File: src/rtl/serial_ripple_subtractor_if.sv
// rtl/serial_ripple_subtractor_if.sv - operand/result handshake bundle for the serial subtractor
interface serial_ripple_subtractor_if #(
    parameter int WIDTH = 16
);
    logic             in_valid;
    logic             in_ready;
    logic [WIDTH-1:0] a;
    logic [WIDTH-1:0] b;
    logic             bin;
    logic             out_valid;
    logic             out_ready;
    logic [WIDTH-1:0] diff;
    logic             bout;
    logic             fault;

    modport master (
        output in_valid, a, b, bin, out_ready,
        input  in_ready, out_valid, diff, bout, fault
    );

    modport slave (
        input  in_valid, a, b, bin, out_ready,
        output in_ready, out_valid, diff, bout, fault
    );
endinterface

File: src/rtl/serial_ripple_subtractor.sv
// rtl/serial_ripple_subtractor.sv - nibble-serial a-b-bin subtractor; SERIAL_SUB_DMR_EN adds a duplicate checking slice
module serial_ripple_subtractor #(
    parameter int WIDTH = 16
) (
    input  logic                  clk,
    input  logic                  rst_n,
    serial_ripple_subtractor_if.slave bus
);
    localparam int N  = WIDTH / 4;
    localparam int KW = (N > 1) ? $clog2(N) : 1;

    localparam logic [1:0] S_IDLE = 2'd0;
    localparam logic [1:0] S_RUN  = 2'd1;
    localparam logic [1:0] S_DONE = 2'd2;

    logic [1:0]       r_state;
    logic [WIDTH-1:0] r_a;
    logic [WIDTH-1:0] r_b;
    logic [WIDTH-1:0] r_diff;
    logic             r_borrow;
    logic             r_bout;
    logic [KW-1:0]    r_k;
    logic             r_fault;

    logic [3:0]       w_a_nib;
    logic [3:0]       w_b_nib;
    logic [4:0]       w_pri_res;
    logic             w_mismatch;

    // Bit-level ripple-borrow slice; returns {borrow_out, diff[3:0]}
    function automatic logic [4:0] f_slice(input logic [3:0] fa, input logic [3:0] fb, input logic fbr);
        logic       br;
        logic [3:0] d;
        br = fbr;
        d  = '0;
        for (int i = 0; i < 4; i++) begin
            d[i] = fa[i] ^ fb[i] ^ br;
            br   = (~fa[i] & fb[i]) | (~(fa[i] ^ fb[i]) & br);
        end
        return {br, d};
    endfunction

    assign w_a_nib   = r_a[4*r_k +: 4];
    assign w_b_nib   = r_b[4*r_k +: 4];
    assign w_pri_res = f_slice(w_a_nib, w_b_nib, r_borrow);

`ifdef SERIAL_SUB_DMR_EN
    logic [4:0] w_dup_res;
    // Checker uses a differently-structured arithmetic form so a shared fault is unlikely
    assign w_dup_res  = {1'b0, w_a_nib} - {1'b0, w_b_nib} - {4'b0000, r_borrow};
    assign w_mismatch = (w_dup_res != w_pri_res);
`else
    assign w_mismatch = 1'b0;
`endif

    always_ff @(posedge clk or negedge rst_n) begin
        if (!rst_n) begin
            r_state  <= S_IDLE;
            r_a      <= '0;
            r_b      <= '0;
            r_diff   <= '0;
            r_borrow <= 1'b0;
            r_bout   <= 1'b0;
            r_k      <= '0;
            r_fault  <= 1'b0;
        end else begin
            case (r_state)
                S_IDLE: begin
                    if (bus.in_valid) begin
                        r_a      <= bus.a;
                        r_b      <= bus.b;
                        r_borrow <= bus.bin;
                        r_diff   <= '0;
                        r_k      <= '0;
                        r_fault  <= 1'b0;
                        r_state  <= S_RUN;
                    end
                end
                S_RUN: begin
                    r_diff[4*r_k +: 4] <= w_pri_res[3:0];
                    r_borrow           <= w_pri_res[4];
                    r_fault            <= r_fault | w_mismatch;
                    if (r_k == KW'(N - 1)) begin
                        r_bout  <= w_pri_res[4];
                        r_state <= S_DONE;
                    end else begin
                        r_k <= r_k + 1'b1;
                    end
                end
                S_DONE: begin
                    if (bus.out_ready) begin
                        r_state <= S_IDLE;
                    end
                end
                default: r_state <= S_IDLE;
            endcase
        end
    end

    assign bus.in_ready  = (r_state == S_IDLE);
    assign bus.out_valid = (r_state == S_DONE);
    assign bus.diff      = r_diff;
    assign bus.bout      = r_bout;
`ifdef SERIAL_SUB_DMR_EN
    assign bus.fault     = r_fault;
`else
    assign bus.fault     = 1'b0;
`endif
endmodule

File: src/flat_wrapper.sv
// flat-port wrapper written by rule: the top's interface ports become plain ports
module serial_ripple_subtractor_flat 
#(
    parameter int WIDTH = 16
)
  (clk, rst_n, bus_in_valid, bus_a, bus_b, bus_bin, bus_out_ready, bus_in_ready, bus_out_valid, bus_diff, bus_bout, bus_fault);
  serial_ripple_subtractor_if #(.WIDTH(WIDTH)) bus_i ();
  input  logic clk;
  input  logic rst_n;
  input wire logic [$bits(bus_i.in_valid)-1:0] bus_in_valid;
  input wire logic [$bits(bus_i.a)-1:0] bus_a;
  input wire logic [$bits(bus_i.b)-1:0] bus_b;
  input wire logic [$bits(bus_i.bin)-1:0] bus_bin;
  input wire logic [$bits(bus_i.out_ready)-1:0] bus_out_ready;
  output wire logic [$bits(bus_i.in_ready)-1:0] bus_in_ready;
  output wire logic [$bits(bus_i.out_valid)-1:0] bus_out_valid;
  output wire logic [$bits(bus_i.diff)-1:0] bus_diff;
  output wire logic [$bits(bus_i.bout)-1:0] bus_bout;
  output wire logic [$bits(bus_i.fault)-1:0] bus_fault;
  assign bus_i.in_valid = bus_in_valid;
  assign bus_i.a = bus_a;
  assign bus_i.b = bus_b;
  assign bus_i.bin = bus_bin;
  assign bus_i.out_ready = bus_out_ready;
  assign bus_in_ready = bus_i.in_ready;
  assign bus_out_valid = bus_i.out_valid;
  assign bus_diff = bus_i.diff;
  assign bus_bout = bus_i.bout;
  assign bus_fault = bus_i.fault;
  serial_ripple_subtractor #(.WIDTH(WIDTH)) u_core (.clk(clk), .rst_n(rst_n), .bus(bus_i));
endmodule
File: config.mk
export PLATFORM = sky130hd
export DESIGN_NAME = serial_ripple_subtractor_flat
export DESIGN_NICKNAME = d
export VERILOG_FILES = /design/src/rtl/serial_ripple_subtractor_if.sv /design/src/rtl/serial_ripple_subtractor.sv /design/src/flat_wrapper.sv
export SDC_FILE = /design/constraint.sdc
export NUM_CORES = 1
export LEC_CHECK = 0
export ABC_AREA = 1
export BUFFER_PORTS_ARGS = -buffer_cell sky130_fd_sc_hd__buf_2
export CAP_MARGIN = 20
export CELL_PAD_IN_SITES_DETAIL_PLACEMENT = 2
export CELL_PAD_IN_SITES_GLOBAL_PLACEMENT = 2
export CORE_MARGIN = 5
export CORE_UTILIZATION = 34
export CTS_CLUSTER_SIZE = 10
export DETAILED_ROUTE_END_ITERATION = 8
export MAX_ROUTING_LAYER = met4
export PLACE_DENSITY = 0.8
export SYNTH_ARGS = -nofsm -noshare
export SYNTH_HDL_FRONTEND = slang
export SYNTH_SLANG_ARGS = --single-unit
File: constraint.sdc
create_clock -name clk -period 7.9 [get_ports clk]
set_input_delay 0.79 -clock clk [delete_from_list [all_inputs] [get_ports clk]]
set_output_delay 0.79 -clock clk [all_outputs]
set_load 0.01 [all_outputs]
=== After elaboration in Yosys (flattened, before gate mapping) ===
Cells that the tools add are included.

* Register bits after elaboration: 54
* Logic and storage cells: 67
* Bits of input ports: 37

* Bitwise gates (word level): 28
* Shift-type cells: 4
* Muxes and demuxes: 12
* Reduce and logical (&&, ||, !) cells: 7
* Add/subtract/negate cells: 2
* Equal/unequal tests: 7

{| class="wikitable"
|+ Operators with widths
! cell !! count
|-
| $neg A4 Y34 || 1
|-
| $shift A4 B34 Y16 const A || 1
|-
| $shiftx A4 B34 Y16 || 1
|-
| $pmux W16 S2 || 1
|-
| $shiftx A16 B5 Y4 || 2
|-
| $bwmux W16 || 1
|-
| $mux W16 || 1
|-
| $mux W2 || 5
|-
| $and A1 B1 Y1 || 8
|-
| $not A1 Y1 || 8
|-
| $xor A1 B1 Y1 || 8
|-
| $ne A2 B2 Y1 const B || 3
|-
| $pmux W2 S3 || 1
|-
| $reduce_and A2 Y1 || 3
|-
| $reduce_and A3 Y1 || 2
|-
| $eq A2 B2 Y1 const B || 2
|-
| $or A1 B1 Y1 || 4
|-
| $pmux W2 S2 || 1
|-
| $add A2 B1 Y2 const B || 1
|-
| $eq A2 B1 Y1 const B || 1
|-
| $logic_not A2 Y1 || 1
|-
| $ne A2 B1 Y1 const B || 1
|-
| $pmux W1 S2 || 1
|-
| $reduce_bool A2 Y1 || 1
|-
| $mux W1 || 1
|}

=== Logic depth before layout (Yosys ltp) ===
Gate-level depths: netlist (run 1).

* Depth after elaboration: 13
* Depth in mapped cells: 16
* Gate-level depth less buffers: 15

=== Least setup slack after synthesis (run 1) ===
No wires, ideal clock.

* Path kind: register to register
* Start: register u_core.r_k[0]
* End: register u_core.r_diff[7] (netlist: u_core.bus.diff[7])
* Cell stages (with the launch flop): 16
* Setup time: 0.065 ns
* Path slack: 5.186 ns
* Period minus slack after synthesis: 2.714 ns
* Arrival time: 2.650 ns
* Data required time: 7.835 ns
* Path through: dfrtp_1 -> inv_2 -> buf_2 -> o211ai_1 -> nand2_1 -> fa_1 -> inv_1 -> fa_1 -> fa_1 -> inv_1 -> fa_1 -> inv_1 -> nand2_1 -> nor2_1 -> nand2_1 -> nand2_1

* Longest elaborated chain between the ends: 13
* Elaborated cells between the ends (all ways): 30
* Classes of those cells: 1 x add/sub; 4 x shift; 2 x mux; 23 x bitwise

{| class="wikitable"
|+ RTL lines
! element !! RTL line !! RTL
|-
| start: declaration || serial_ripple_subtractor.sv:22 || <nowiki>logic [KW-1:0] r_k;</nowiki>
|-
| start signal: assignment || serial_ripple_subtractor.sv:87 || <nowiki>r_k <= r_k + 1'b1;</nowiki>
|-
| $shiftx A16 B5 Y4 (on tied branches) || serial_ripple_subtractor.sv:43, serial_ripple_subtractor.sv:44 ||
|-
| $xor A1 B1 Y1 || serial_ripple_subtractor.sv:37, serial_ripple_subtractor.sv:38 ||
|-
| $not A1 Y1 || serial_ripple_subtractor.sv:38 || <nowiki>br = (~fa[i] & fb[i]) | (~(fa[i] ^ fb[i]) & br);</nowiki>
|-
| $and A1 B1 Y1 || serial_ripple_subtractor.sv:38 ||
|-
| $or A1 B1 Y1 || serial_ripple_subtractor.sv:38 ||
|-
| $and A1 B1 Y1 || serial_ripple_subtractor.sv:38 ||
|-
| $or A1 B1 Y1 || serial_ripple_subtractor.sv:38 ||
|-
| $and A1 B1 Y1 || serial_ripple_subtractor.sv:38 ||
|-
| $or A1 B1 Y1 || serial_ripple_subtractor.sv:38 ||
|-
| $xor A1 B1 Y1 || serial_ripple_subtractor.sv:37 || <nowiki>d[i] = fa[i] ^ fb[i] ^ br;</nowiki>
|-
| $shiftx A4 B34 Y16 || serial_ripple_subtractor.sv:80 || <nowiki>r_diff[4*r_k +: 4] <= w_pri_res[3:0];</nowiki>
|-
| $bwmux W16 (*) || serial_ripple_subtractor.sv:80 ||
|-
| $pmux W16 S2 (*) || serial_ripple_subtractor.sv:67 || <nowiki>case (r_state)</nowiki>
|-
| end signal: indexed assignment || serial_ripple_subtractor.sv:80 ||
|-
| end: declaration || serial_ripple_subtractor.sv:19 || <nowiki>logic [WIDTH-1:0] r_diff;</nowiki>
|}

Mark *: on every way between the ends. The rest lies on a longest branch, timed or not.
A chain may end at the register's enable or synchronous reset.

=== Final worst setup path (run 1) ===
Ends and elaborated chain as after synthesis.

==> impl_metrics.tcl, run 1 <==
set metrics [dict create \
    outcome "finished, final reports clean" \
    critPathArrivalTime_ns 3.74 \
    ys_seq_area_frac 0.4889 \
    antenna_found_initial 0 \
    hold_class "flip-flop to flip-flop" \
    synthCells 342 \
    synthXorXnorAreaFrac 0 \
    hold_path_end "u_core.r_b[2]" \
    die_area_sq_mm 0.01003 \
    synth_top_family_by_area "simple AND/OR/NAND/NOR gates" \
    rsz0062_at_grt "no" \
    grt_pass1_vias 2725 \
    route.met3.wl_um 272 \
    pin_count 57 \
    cts_max_level 2 \
    synth_top_area_frac 0.4889 \
    n_fill_cell 919 \
    required_ns 8.16 \
    synth-compound-area-share 0.01992 \
    p_leak_uw 0.001774 \
    cap_violations 0 \
    ant_nets 0 \
    place.gp.congestion 0.8496 \
    drive_gt1_frac 0.1856 \
    cts_tree "yes" \
    cts_max_path_buffers 2 \
    hold_depth 2 \
    min_period_over_period 0.4405 \
    wl_per_cell_um 16.20 \
    dp_hpwl_um 5670 \
    met1Wirelength_um 3567 \
    ys_ff_latch 54 \
    synth-simple-area-share 0.3653 \
    critPathCaptureType "flip-flop" \
    grt-ovfl-total 0 \
    drt_iter0_drc 48 \
    final_common_cell "nand2_1" \
    place.port_buffers 55 \
    dieWidth_um 100.2 \
    clk_pin_slew_ns 0.11 \
    power.density_mw_per_mm2 456.2 \
    wl_um 7938 \
    ff2ff_setup_slack_ns 4.42 \
    layout.nets 432 \
    synth_warnings 0 \
    cts_resized 0 \
    syn_avg_cell_area_sq_um 8.082 \
    die_h_um 100.2 \
    dr_total_vias 2431 \
    clock-sinks 54 \
    timing_hold_violations_final 0 \
    vias_per_cell 4.961 \
    synth.area.mux_share 0 \
    synthTopCellsByArea "dfrtp_1, nand2_1, nand3_1" \
    core_area_sq_mm 0.007807 \
    cts_hold_buf 0 \
    synth_cell_types 22 \
    crit_type "flip-flop to flip-flop" \
    yosys.area_share.adder 0.04708 \
    peakVddDrop_mv 0.1469 \
    max_freq_mhz 287.3 \
    cts_made_buffers 5 \
    reg2reg_depth 15 \
    diodes 0 \
    timing.rr.start "u_core.r_k[0]" \
    grt_usage 0.1712 \
    yosys.area.top_type "dfrtp_1" \
    final_cell_area_sq_mm 0.003152 \
    grt_pass1_wl_um 13400 \
    setup_tns_ns 0 \
    post_cts_buffers 0 \
    fin_cells 490 \
    final_cell_mix "nand2_1, nand3_1, buf_2, dfrtp_1, nor2_1" \
    worstMarginPinSlew_ns 0.6930 \
    numPlacedInstances 482 \
    startpoint_type "flip-flop" \
    drc 0 \
    dr.max_layer_used "met4" \
    initial_core_util 0.3540 \
    ctsRootBufferMaster "clkbuf_8" \
    cp_max_fo 28 \
    dr.pass1.iters 4 \
    clock_skew_ns 0.01419 \
    route.met2.wl_um 3995 \
    grt_max_degree 55 \
    syn_area_sq_mm 0.002764 \
    placed_area_sq_mm 0.003038 \
    slew_violations 0 \
    rows 32 \
    hold_start "u_core.r_b[2]" \
    area_growth_pct 14.03 \
    finalCriticalPeriod_ns 3.480 \
    clkLatencyLatePin_ns 0.32 \
    reg2reg_to "u_core.bus.diff[7]" \
    relSlewSlack 0.5380 \
    syn-num-nets 387 \
    setup_violations 0 \
]
==> area by class of cell <==
class                   count  area [sq um]  area share
clock buffers               5         68.82     0.02183
repair buffers             56         282.8     0.08972
inverters                  20         77.57     0.02461
clock inverters             3         45.04     0.01429
well taps                 102         127.6     0.04049
multi-input cells         250          1199      0.3803
flip-flops and latches     54          1351      0.4287
==> state kept, by name, summed over array words and instances (netlist names) <==
signal,cells
u_core.bus.bout,1
u_core.bus.diff,16
u_core.r_a,16
u_core.r_b,16
u_core.r_borrow,1
u_core.r_k,2
u_core.r_state,2
==> cells by family after synthesis <==
family | after synthesis
AOI/OAI and AO/OA | 9
adders and majority gates | 8
buffers and inverters | 38
DFF | 54
other | 1
and+or+nand+nor | 232
==> metrics by stage <==
step                      total power (uW)    util  hold slack, ns  setup slack, ns
after detailed placement              1247  0.3891          0.4738            4.504
after global routing                  1573  0.4037          0.5185            4.161
final                                 1438  0.4037          0.4949            4.420
after CTS                             1463  0.4037          0.4994            4.379
after floorplan                       1018       -          0.4366            5.186
after global placement                1208  0.3891          0.4590            4.708
==> routing by layer <==
metal  GRT usage  up-vias
met5           -        -
met2      0.2992       43
met3     0.02641       10
met4     0.03731        0
li1            -     1167
met1      0.2090     1211
==> cells in the mapped netlist, drive strengths merged <==
cell / count
nand2: 140
o211ai: 4
nor3: 2
conb: 1
nand4: 2
fa: 4
nor2: 23
inv: 20
nand3: 65
ha: 4
o21ai: 5
buf: 15
dfrtp: 54
clkbuf: 3
==> power breakdown <==
group / total, uW / leakage (uW) / switching [uW] / internal [uW]
combinational: 738 / 0.00103 / 487 / 251
sequential: 505 / 0.000692 / 109 / 396
clock: 195 / 0.0000504 / 100 / 94.5
==> critical path, stage by stage, from the launching register on <==
cell,delay (ns)
dfrtp_1,0.74
inv_2,0.35
nand2_1,0.15
o211ai_1,0.10
nand2_1,0.11
fa_1,0.16
inv_1,0.05
fa_1,0.38
fa_1,0.39
inv_1,0.08
fa_1,0.45
inv_1,0.09
nand2_1,0.08
nor2_1,0.15
nand2_1,0.08
nand2_1,0.08
==> worst max-delay path by stage <==
stage | startpoint | endpoint | slack, ns | depth (start not counted)
finish | u_core.r_k[0] | u_core.bus.diff[7] | 4.42 | 15
global route | u_core.r_k[0] | u_core.bus.diff[7] | 4.16 | 15
CTS | u_core.r_k[0] | u_core.bus.diff[7] | 4.38 | 15
global placement | u_core.r_k[0] | u_core.bus.diff[7] | 4.71 | 15
detailed placement | u_core.r_k[0] | u_core.bus.diff[7] | 4.50 | 15
floorplan | u_core.r_k[0] | u_core.bus.diff[7] | 5.19 | 15
Note: power is estimated with default switching activity, not from simulation.
==> inputs of run 2 (changes only) <==
--- a/config.mk
+++ b/config.mk
@@ -11,11 +11,11 @@
 export CELL_PAD_IN_SITES_DETAIL_PLACEMENT = 2
 export CELL_PAD_IN_SITES_GLOBAL_PLACEMENT = 2
 export CORE_MARGIN = 5
-export CORE_UTILIZATION = 34
+export CORE_UTILIZATION = 28
 export CTS_CLUSTER_SIZE = 10
 export DETAILED_ROUTE_END_ITERATION = 8
 export MAX_ROUTING_LAYER = met4
-export PLACE_DENSITY = 0.8
+export PLACE_DENSITY = 0.7
 export SYNTH_ARGS = -nofsm -noshare
 export SYNTH_HDL_FRONTEND = slang
 export SYNTH_SLANG_ARGS = --single-unit
==> constraint.sdc (replaced) <==
create_clock -name clk -period 3.1 [get_ports clk]
set_input_delay 0.31 -clock clk [delete_from_list [all_inputs] [get_ports clk]]
set_output_delay 0.31 -clock clk [all_outputs]
set_load 0.01 [all_outputs]
==> impl_metrics.tcl, run 2 (synthesized netlist as in run 1, its figures left out) <==
set metrics [dict create \
    finalPower_uw 3703 \
    worstMarginPinSlew_ns 0.7130 \
    core_area_sq_mm 0.009684 \
    outcome "finished, final reports clean" \
    setup_violations 0 \
    dr.pass1.iters 4 \
    clk_pin_slew_ns 0.10 \
    peakVddDrop_mv 0.2706 \
    switchingPower_uw 1762 \
    hold_class "input port to asynchronous set/reset pin" \
    antenna_found_initial 0 \
    dp_hpwl_um 6018 \
    die_area_sq_mm 0.01196 \
    cp_cell_sequence "buf_6, nor2_1, nor2_1, o21ai_0, nand2_1, fa_1, inv_1, fa_2, fa_1, inv_1, fa_1, buf_4, nor2_1, nand2_1, nand2_1" \
    power.density_mw_per_mm2 1133 \
    clock-sinks 54 \
    die_h_um 109.4 \
    fin_util 0.3376 \
    wl_per_cell_um 14.84 \
    n_fill_cell 1144 \
    min_period_over_period 0.9478 \
    pin_count 57 \
    place_ws_ns 0.2104 \
    rows 36 \
    crit_type "flip-flop to flip-flop" \
    clkLatencyLatePin_ns 0.32 \
    final.setup.worst_slack_ns 0.1620 \
    drc 0 \
    dr_total_vias 2412 \
    slew_violations 0 \
    diodes 0 \
    cp_max_fo 8 \
    timing.rr.start "u_core.r_k[0]" \
    pwr-share-comb 0.556 \
    cts_max_level 2 \
    drive_gt1_frac 0.2175 \
    final_common_cell "nand2_1" \
    grt_usage 0.1438 \
    p_leak_uw 0.001822 \
    finalCriticalPeriod_ns 2.938 \
    place.port_buffers 55 \
    required_ns 3.36 \
    dieWidth_um 109.4 \
    cts_tree "yes" \
    slowest_delay_ns 0.44 \
    multi_input_area_sq_mm 0.001204 \
    cts_max_path_buffers 2 \
    ant_nets 0 \
    ff_latch_area_sq_mm 0.001351 \
    clkPwrFrac 0.110 \
    holdWs_ns 0.03210 \
    seqPwrFrac 0.334 \
    relSlewSlack 0.5246 \
    cts_made_buffers 5 \
    critPathArrivalTime_ns 3.20 \
    reg2reg_depth 15 \
    vias_per_cell 4.525 \
    cap_violations 0 \
    initial_core_util 0.2854 \
    internal-power_uw 1941 \
    layout.nets 444 \
    final_cell_mix "nand2_1, nand3_1, buf_2, dfrtp_1, nor2_1" \
    grt_pass1_wl_um 13100 \
    grt_max_degree 52 \
    clock_skew_ns 0.005938 \
    grt_pass1_vias 2685 \
    grt-ovfl-total 0 \
    timing_hold_violations_final 0 \
    place.gp.congestion 0.8167 \
    area_growth_pct 18.29 \
    wl_um 7908 \
    crit_slowest_cell "fa_1" \
    reg2reg_to "u_core.bus.diff[3]" \
    max_freq_mhz 340.4 \
    critPathCaptureType "flip-flop" \
    startpoint_type "flip-flop" \
    drt_iter0_drc 42 \
    ctsRootBufferMaster "clkbuf_8" \
    ff2ff_setup_slack_ns 0.16 \
    setup_tns_ns 0 \
    swShare 0.4759 \
]
## run 2: changes by cell type in the layout (fill, tap and decap cells not counted), sizes merged
cell,before,now
buf,56,68
clkinv,0,2
bufinv,1,0
inv,20,19
## run 2: worst max-delay path: cells and delay by family, from the launching register on
| kind | cells | cell delay (ns) |
|---|---|---|
| AOI/OAI and AO/OA | 1 | 0.13 |
| adders and majority gates | 4 | 1.31 |
| buffers and inverters | 4 | 0.43 |
| DFF | 1 | 0.42 |
| and+or+nand+nor | 6 | 0.60 |
## run 2: layout make-up
cell class	instances	share of cell area
Multi-Input combinational cell	250	0.3682
Timing Repair Buffer	68	0.1152
Clock inverter	3	0.006506
Sequential cell	54	0.4133
Tap cell	133	0.05090
Inverter	20	0.02488
Clock buffer	5	0.02105
## run 2: worst max-delay path by stage
stage                             start  slack, ns                 end  cells after the start
after global placement    u_core.r_k[0]       0.38  u_core.bus.diff[7]                     16
final                     u_core.r_k[0]       0.16  u_core.bus.diff[3]                     15
after CTS                 u_core.r_k[0]       0.15  u_core.bus.diff[7]                     16
after floorplan           u_core.r_k[0]       0.39  u_core.bus.diff[7]                     15
after detailed placement  u_core.r_k[1]       0.21  u_core.bus.diff[7]                     14
after global routing      u_core.r_k[0]      -0.02  u_core.bus.diff[7]                     16
## run 2: repair_timing
item / CTS / global route
buffers inserted: 0 / 7
hold endpoints to repair: 0 / 0
setup endpoints to repair: 0 / 3
gates resized for setup: 0 / 4
hold buffers: 0 / 0
## run 2: power by group through the flow
stage | Combinational [uW] | Clock [uW] | Sequential [uW]
global placement | 1860 | 0 | 1250
finish | 2060 | 408 | 1240
detailed placement | 1960 | 0 | 1260
global route | 2380 | 461 | 1280
CTS | 1980 | 432 | 1250
floorplan | 1390 | 0 | 1210
## run 2: stage by stage
stage                     instances  instance area, sq um
final                           533                  3269
after global routing            533                  3269
after detailed placement        518                  3114
after CTS                       526                  3204
after global placement          518                  3114
after floorplan                 342                  2764
## run 2: routing by layer
metal / up-vias / GRT usage / share of wire
met1: 1170 / 0.1762 / 0.46
met4: 0 / 0.02850 / 0.0090
met2: 41 / 0.2459 / 0.50
met5: - / - / 0
met3: 8 / 0.03112 / 0.032
li1: 1193 / - / -
